===== config.mk =====
export PLATFORM = sky130hd
export DESIGN_NAME = vproc_master
export DESIGN_NICKNAME = d
export VERILOG_FILES = /design/src/rtl/vproc_pkg.sv /design/src/rtl/vproc_irq_latch.sv /design/src/rtl/vproc_master.sv
export SDC_FILE = /design/constraint.sdc
export NUM_CORES = 1
export LEC_CHECK = 0
export ABC_AREA = 1
export CAP_MARGIN = 20
export CORE_MARGIN = 4
export CORE_UTILIZATION = 41
export CTS_CLUSTER_DIAMETER = 200
export CTS_CLUSTER_SIZE = 28
export DETAILED_ROUTE_END_ITERATION = 7
export GPL_TIMING_DRIVEN = 1
export MAX_ROUTING_LAYER = met4
export PLACE_DENSITY = 0.81
export SLEW_MARGIN = 15
export SYNTH_ARGS = -nofsm -noshare
export SYNTH_HDL_FRONTEND = slang
export SYNTH_SLANG_ARGS = --single-unit

===== constraint.sdc =====
create_clock -name Clk -period 2.9 [get_ports Clk]
set_clock_uncertainty 0.1 [all_clocks]
set_input_delay 0.58 -clock Clk [delete_from_list [all_inputs] [get_ports Clk]]
set_output_delay 0.58 -clock Clk [all_outputs]
set_load 0.005 [all_outputs]

===== src/rtl/vproc_pkg.sv =====
// vproc_pkg: shared definitions for the vproc bus-master engine.
//   - default parameter widths
//   - controller state encoding
//   - byte-enable reset/read value (used when VPROC_BYTE_ENABLE_EN is defined)
package vproc_pkg;

  localparam int DEF_ADDR_W = 32;
  localparam int DEF_DATA_W = 32;
  localparam int DEF_IRQ_W  = 3;
  localparam int BE_W       = 4;

  // All lanes enabled: reset value and the value driven for reads.
  localparam logic [BE_W-1:0] BE_RESET = 4'hF;

  typedef enum logic [1:0] {
    IDLE = 2'd0,
    HSHK = 2'd1,
    ACK  = 2'd2
  } state_t;

endpackage


===== src/rtl/vproc_irq_latch.sv =====
// vproc_irq_latch: rising-edge interrupt capture with write-1-to-clear.
//   clk        in   clock, rising edge
//   reset      in   synchronous, active-high
//   interrupt  in   level interrupt inputs
//   clear      in   write-1-to-clear mask for pending
//   pending    out  latched rising edges of interrupt
// A new edge in the same cycle as a clear of that bit wins, so no event is lost.
module vproc_irq_latch import vproc_pkg::*; #(
  parameter int IRQ_W = DEF_IRQ_W
) (
  input  logic             clk,
  input  logic             reset,
  input  logic [IRQ_W-1:0] interrupt,
  input  logic [IRQ_W-1:0] clear,
  output logic [IRQ_W-1:0] pending
);

  logic [IRQ_W-1:0] irq_q;

  // irq_q takes the live level in reset so a line already high is not
  // reported as an edge on the first cycle out of reset.
  always_ff @(posedge clk) begin
    if (reset) begin
      irq_q   <= interrupt;
      pending <= '0;
    end else begin
      irq_q   <= interrupt;
      pending <= (pending & ~clear) | (interrupt & ~irq_q);
    end
  end

endmodule


===== src/rtl/vproc_master.sv =====
// vproc_master: cycle-level bus master behind the co-simulation wrapper.
// Takes one read/write command at a time, drives Addr/WE/RD/DataOut, toggles
// Update and waits for the wrapper to toggle UpdateResponse, then waits for
// WRAck/RDAck and pulses RspValid with the read data.
//
// Ports:
//   Clk, Reset                          clock, synchronous active-high reset
//   CmdValid/CmdReady/CmdWrite/CmdAddr/CmdData   command port
//   RspValid/RspData                    completion pulse and read data
//   Addr/WE/RD/DataOut/DataIn/WRAck/RDAck        memory-mapped bus
//   Interrupt/IrqPending/IrqClear       edge-latched interrupt status
//   Update/UpdateResponse               wrapper toggle handshake
//   Node                                node id, debug capture only
//   CmdBE/BE                            byte enables, only with VPROC_BYTE_ENABLE_EN
//
// Optional feature macro: VPROC_BYTE_ENABLE_EN. Without it, byte lanes are
// handled by the wrapper and byte-enable writes are ordinary writes here.
module vproc_master import vproc_pkg::*; #(
  parameter int ADDR_W = DEF_ADDR_W,
  parameter int DATA_W = DEF_DATA_W,
  parameter int IRQ_W  = DEF_IRQ_W
) (
  input  logic              Clk,
  input  logic              Reset,
  input  logic              CmdValid,
  output logic              CmdReady,
  input  logic              CmdWrite,
  input  logic [ADDR_W-1:0] CmdAddr,
  input  logic [DATA_W-1:0] CmdData,
`ifdef VPROC_BYTE_ENABLE_EN
  input  logic [BE_W-1:0]   CmdBE,
  output logic [BE_W-1:0]   BE,
`endif
  output logic              RspValid,
  output logic [DATA_W-1:0] RspData,
  output logic [ADDR_W-1:0] Addr,
  output logic              WE,
  output logic              RD,
  output logic [DATA_W-1:0] DataOut,
  input  logic [DATA_W-1:0] DataIn,
  input  logic              WRAck,
  input  logic              RDAck,
  input  logic [IRQ_W-1:0]  Interrupt,
  output logic [IRQ_W-1:0]  IrqPending,
  input  logic [IRQ_W-1:0]  IrqClear,
  output logic              Update,
  input  logic              UpdateResponse,
  input  logic [3:0]        Node
);

  state_t state;
  logic   resp_ref;
  logic   bus_ack;
  logic [3:0] node_unused;

  assign bus_ack = (WE && WRAck) || (RD && RDAck);

  always_ff @(posedge Clk) begin
    if (Reset) begin
      state    <= IDLE;
      CmdReady <= 1'b0;
      RspValid <= 1'b0;
      RspData  <= '0;
      Addr     <= '0;
      WE       <= 1'b0;
      RD       <= 1'b0;
      DataOut  <= '0;
      Update   <= 1'b0;
      resp_ref <= UpdateResponse;
`ifdef VPROC_BYTE_ENABLE_EN
      BE       <= BE_RESET;
`endif
    end else begin
      CmdReady <= 1'b0;
      RspValid <= 1'b0;
      unique case (state)
        IDLE: begin
          if (CmdValid) begin
            CmdReady <= 1'b1;
            Addr     <= CmdAddr;
            DataOut  <= CmdData;
            WE       <= CmdWrite;
            RD       <= ~CmdWrite;
            // Update flips on the same edge the new strobes appear; the
            // wrapper's current response level is the reference to beat.
            Update   <= ~Update;
            resp_ref <= UpdateResponse;
`ifdef VPROC_BYTE_ENABLE_EN
            BE       <= CmdWrite ? CmdBE : BE_RESET;
`endif
            state    <= HSHK;
          end
        end
        HSHK: begin
          // Compared at the edge, so a reply given in the issue cycle is
          // taken on the first HSHK edge.
          if (UpdateResponse != resp_ref) state <= ACK;
        end
        ACK: begin
          if (bus_ack) begin
            WE       <= 1'b0;
            RD       <= 1'b0;
            RspData  <= RD ? DataIn : '0;
            RspValid <= 1'b1;
`ifdef VPROC_BYTE_ENABLE_EN
            BE       <= BE_RESET;
`endif
            state    <= IDLE;
          end
        end
        default: state <= IDLE;
      endcase
    end
  end

  // Debug-only capture of the node id.
  always_ff @(posedge Clk) node_unused <= Node;

  vproc_irq_latch #(.IRQ_W(IRQ_W)) u_irq (
    .clk       (Clk),
    .reset     (Reset),
    .interrupt (Interrupt),
    .clear     (IrqClear),
    .pending   (IrqPending)
  );

endmodule


==> out/qor.txt <==
Pre-CTS WS: 0.604 ns
CTS Root Cell: clkbuf_8
# Post-CTS Setup Buffers: 0
Critical Path Source Type: flop
Share of layout cells above drive strength 1: 8.44%
Antenna violations before repair: 0
CP delay by family, top: flip-flops
Avg Cell Area, Syn: 8.17 sq um
Routed via count: 3,667
PostCTS Resize Cnt: 0
Final Cycle Share: 83.1%
Crit. End Element: output pin
Synth-to-layout area growth: 60.5%
Slew @ Worst Pin: 0.660 ns
WP buf/inv: 1
Final Max Slew Viols: 0
Gp weighted congestion: 0.747
Post-Syn Area: 3920 sq um
Worst skew pair latency: 0.34 ns
Slack of the worst reg-to-reg path: 0.82 ns
All-Layer GR Usage: 19.4%
Slew headroom: 55.9%
CP Data Required Time: 2.22 ns
Vias in the first global route: 3,574
Fin. Hold Viols: 0
Fillers: 769
Die area: 11,200 sq um
Die X: 106 um
CP cell instances: clkdlybuf4s50_1
Unrepaired setup endpoints after global routing: no
DRT Pass-1 Iters: 4
Core area: 9280 sq um
Critical path's slowest cell: dfxtp_1
Grt total ovfl: 0
Synth Instances: 480
CTS sink cnt: 110
Clock Path Buffers: 2
Largest net degree at the start of global routing: 57
Static leakage: 2.64 nW
IO Port Bufs: 212
Final min period: 2.41 ns
# hold bufs at CTS: 0
Worst hold slack: 0.350 ns
CTS tree: yes
Final setup fails: 0
Crit path max fanout: 20
TNS Setup: 0 ns
Net Count, Synth: 593
First-pass GRT wire length: 17,100 um
Routed wire length: 10,700 um
Initial core utilization: 42.2%
Status: finished, final reports clean
TritonCTS buffer count: 9
Yosys reg bits: 110
Nets: 796
# rows: 35
# IOs: 217
DRC Markers: 0
Die H: 106 um
DRT iter0 DRCs: 173
Register area share after synthesis: 56.4%
Fmax: 415 MHz
MaxCap Viol Count: 0
Crit path DAT: 1.73 ns
Count of unique library cells instantiated by Yosys: 19
Critical path class: flop to output pin
Routed Antenna Nets: 0
Routed length per instance: 13.1 um
Vias per cell: 4.49
Worst Hold Class: flop to flop
Htree depth: 3
DP Wirelength: 8200 um
Peak supply drop: 0.290 mV
Setup WS post-layout: 0.489 ns
Clock slew at reported path FFs: 0.10 ns
Pwr per Cell Area: 490 nW/um^2
# diodes: 0
Delay of the slowest cell on the worst path: 0.76 ns
Synth warnings: 0
-- path summary, 6_finish.rpt --
| kind | depth (start not counted) | to | from |
|---|---|---|---|
| min | 2 | Addr[31] | Addr[31] |
| max reg2reg | 5 | RspData[11] | RD |
| min reg2reg | 2 | Addr[31] | Addr[31] |
| max | 1 | RD | RD |
-- cells in the final DEF, fill, tap and decap left out, drive strengths merged --
master / netlist / routed
clkinv: 0 / 2
clkdlybuf4s50: 0 / 212
bufinv: 0 / 1
a21oi: 2 / 2
dfxtp: 109 / 109
inv: 20 / 22
nand2: 236 / 236
clkbuf: 5 / 10
edfxtp: 1 / 1
o21ai: 34 / 34
o22ai: 3 / 3
nor2: 11 / 11
buf: 22 / 7
nand3: 37 / 37
-- stage by stage --
stage	total power [mW]	utilization (%)	std cells	area, sq um
floorplan	1.88	-	480	3920
global placement	2.22	65.8	801	6110
detailed placement	2.24	65.8	801	6110
CTS	3.13	67.8	816	6290
global route	3.25	67.8	816	6290
finish	3.08	67.8	816	6290
-- state kept, by name, summed over array words and instances, names as in the netlist --
name           flops
u_irq.irq_q        3
CmdReady           1
DataOut           32
Update             1
RD                 1
WE                 1
RspData           32
resp_ref           1
state              2
Addr              32
RspValid           1
u_irq.pending      3
-- kinds of logic after synthesis --
| logic type | count (synthesis) | share of synthesized area, % |
|---|---|---|
| compound gates | 39 | 7.85 |
| flops | 110 | 56.4 |
| buf+inv | 47 | 6.67 |
| simple gates | 284 | 29.1 |
-- Yosys cell counts --
cell / instances / area (sq um)
clkbuf_1: 5 / 18.8
buf_4: 3 / 22.5
buf_6: 8 / 90.1
inv_2: 2 / 7.51
nand3_2: 1 / 10.0
edfxtp_1: 1 / 30.0
dfxtp_1: 109 / 2180
nand2_2: 2 / 12.5
nor2_1: 8 / 30.0
buf_2: 11 / 55.1
o21ai_2: 29 / 254
nand2_1: 234 / 878
nand3_1: 36 / 180
a21oi_1: 2 / 10.0
inv_1: 18 / 67.6
o21ai_0: 5 / 25.0
nor2_4: 2 / 22.5
o22ai_1: 3 / 18.8
nor2_2: 1 / 6.26
-- layout make-up --
type,count,area (sq um),share of cell area [%]
flip-flops and latches,110,2210,35.1
well taps,129,161,2.56
clock inverters,5,58.8,0.934
multi-input cells,323,1450,23.0
clock buffers,10,128,2.03
repair buffers,219,2210,35.1
inverters,20,75.1,1.19
-- routing by layer --
metal	vias to the layer above	GRT usage, %	part of all wire [%]
li1	1889	-	-
met1	1623	22.2	42
met2	143	32.9	48
met3	12	5.70	7.8
met4	0	5.64	1.4
met5	-	-	0
-- power breakdown --
part	internal [mW]	switching [mW]
clock	0.400	0.487
combinational	0.327	0.211
sequential	1.61	0.0538
total	2.33	0.752
(Power assumes the default switching activity.)
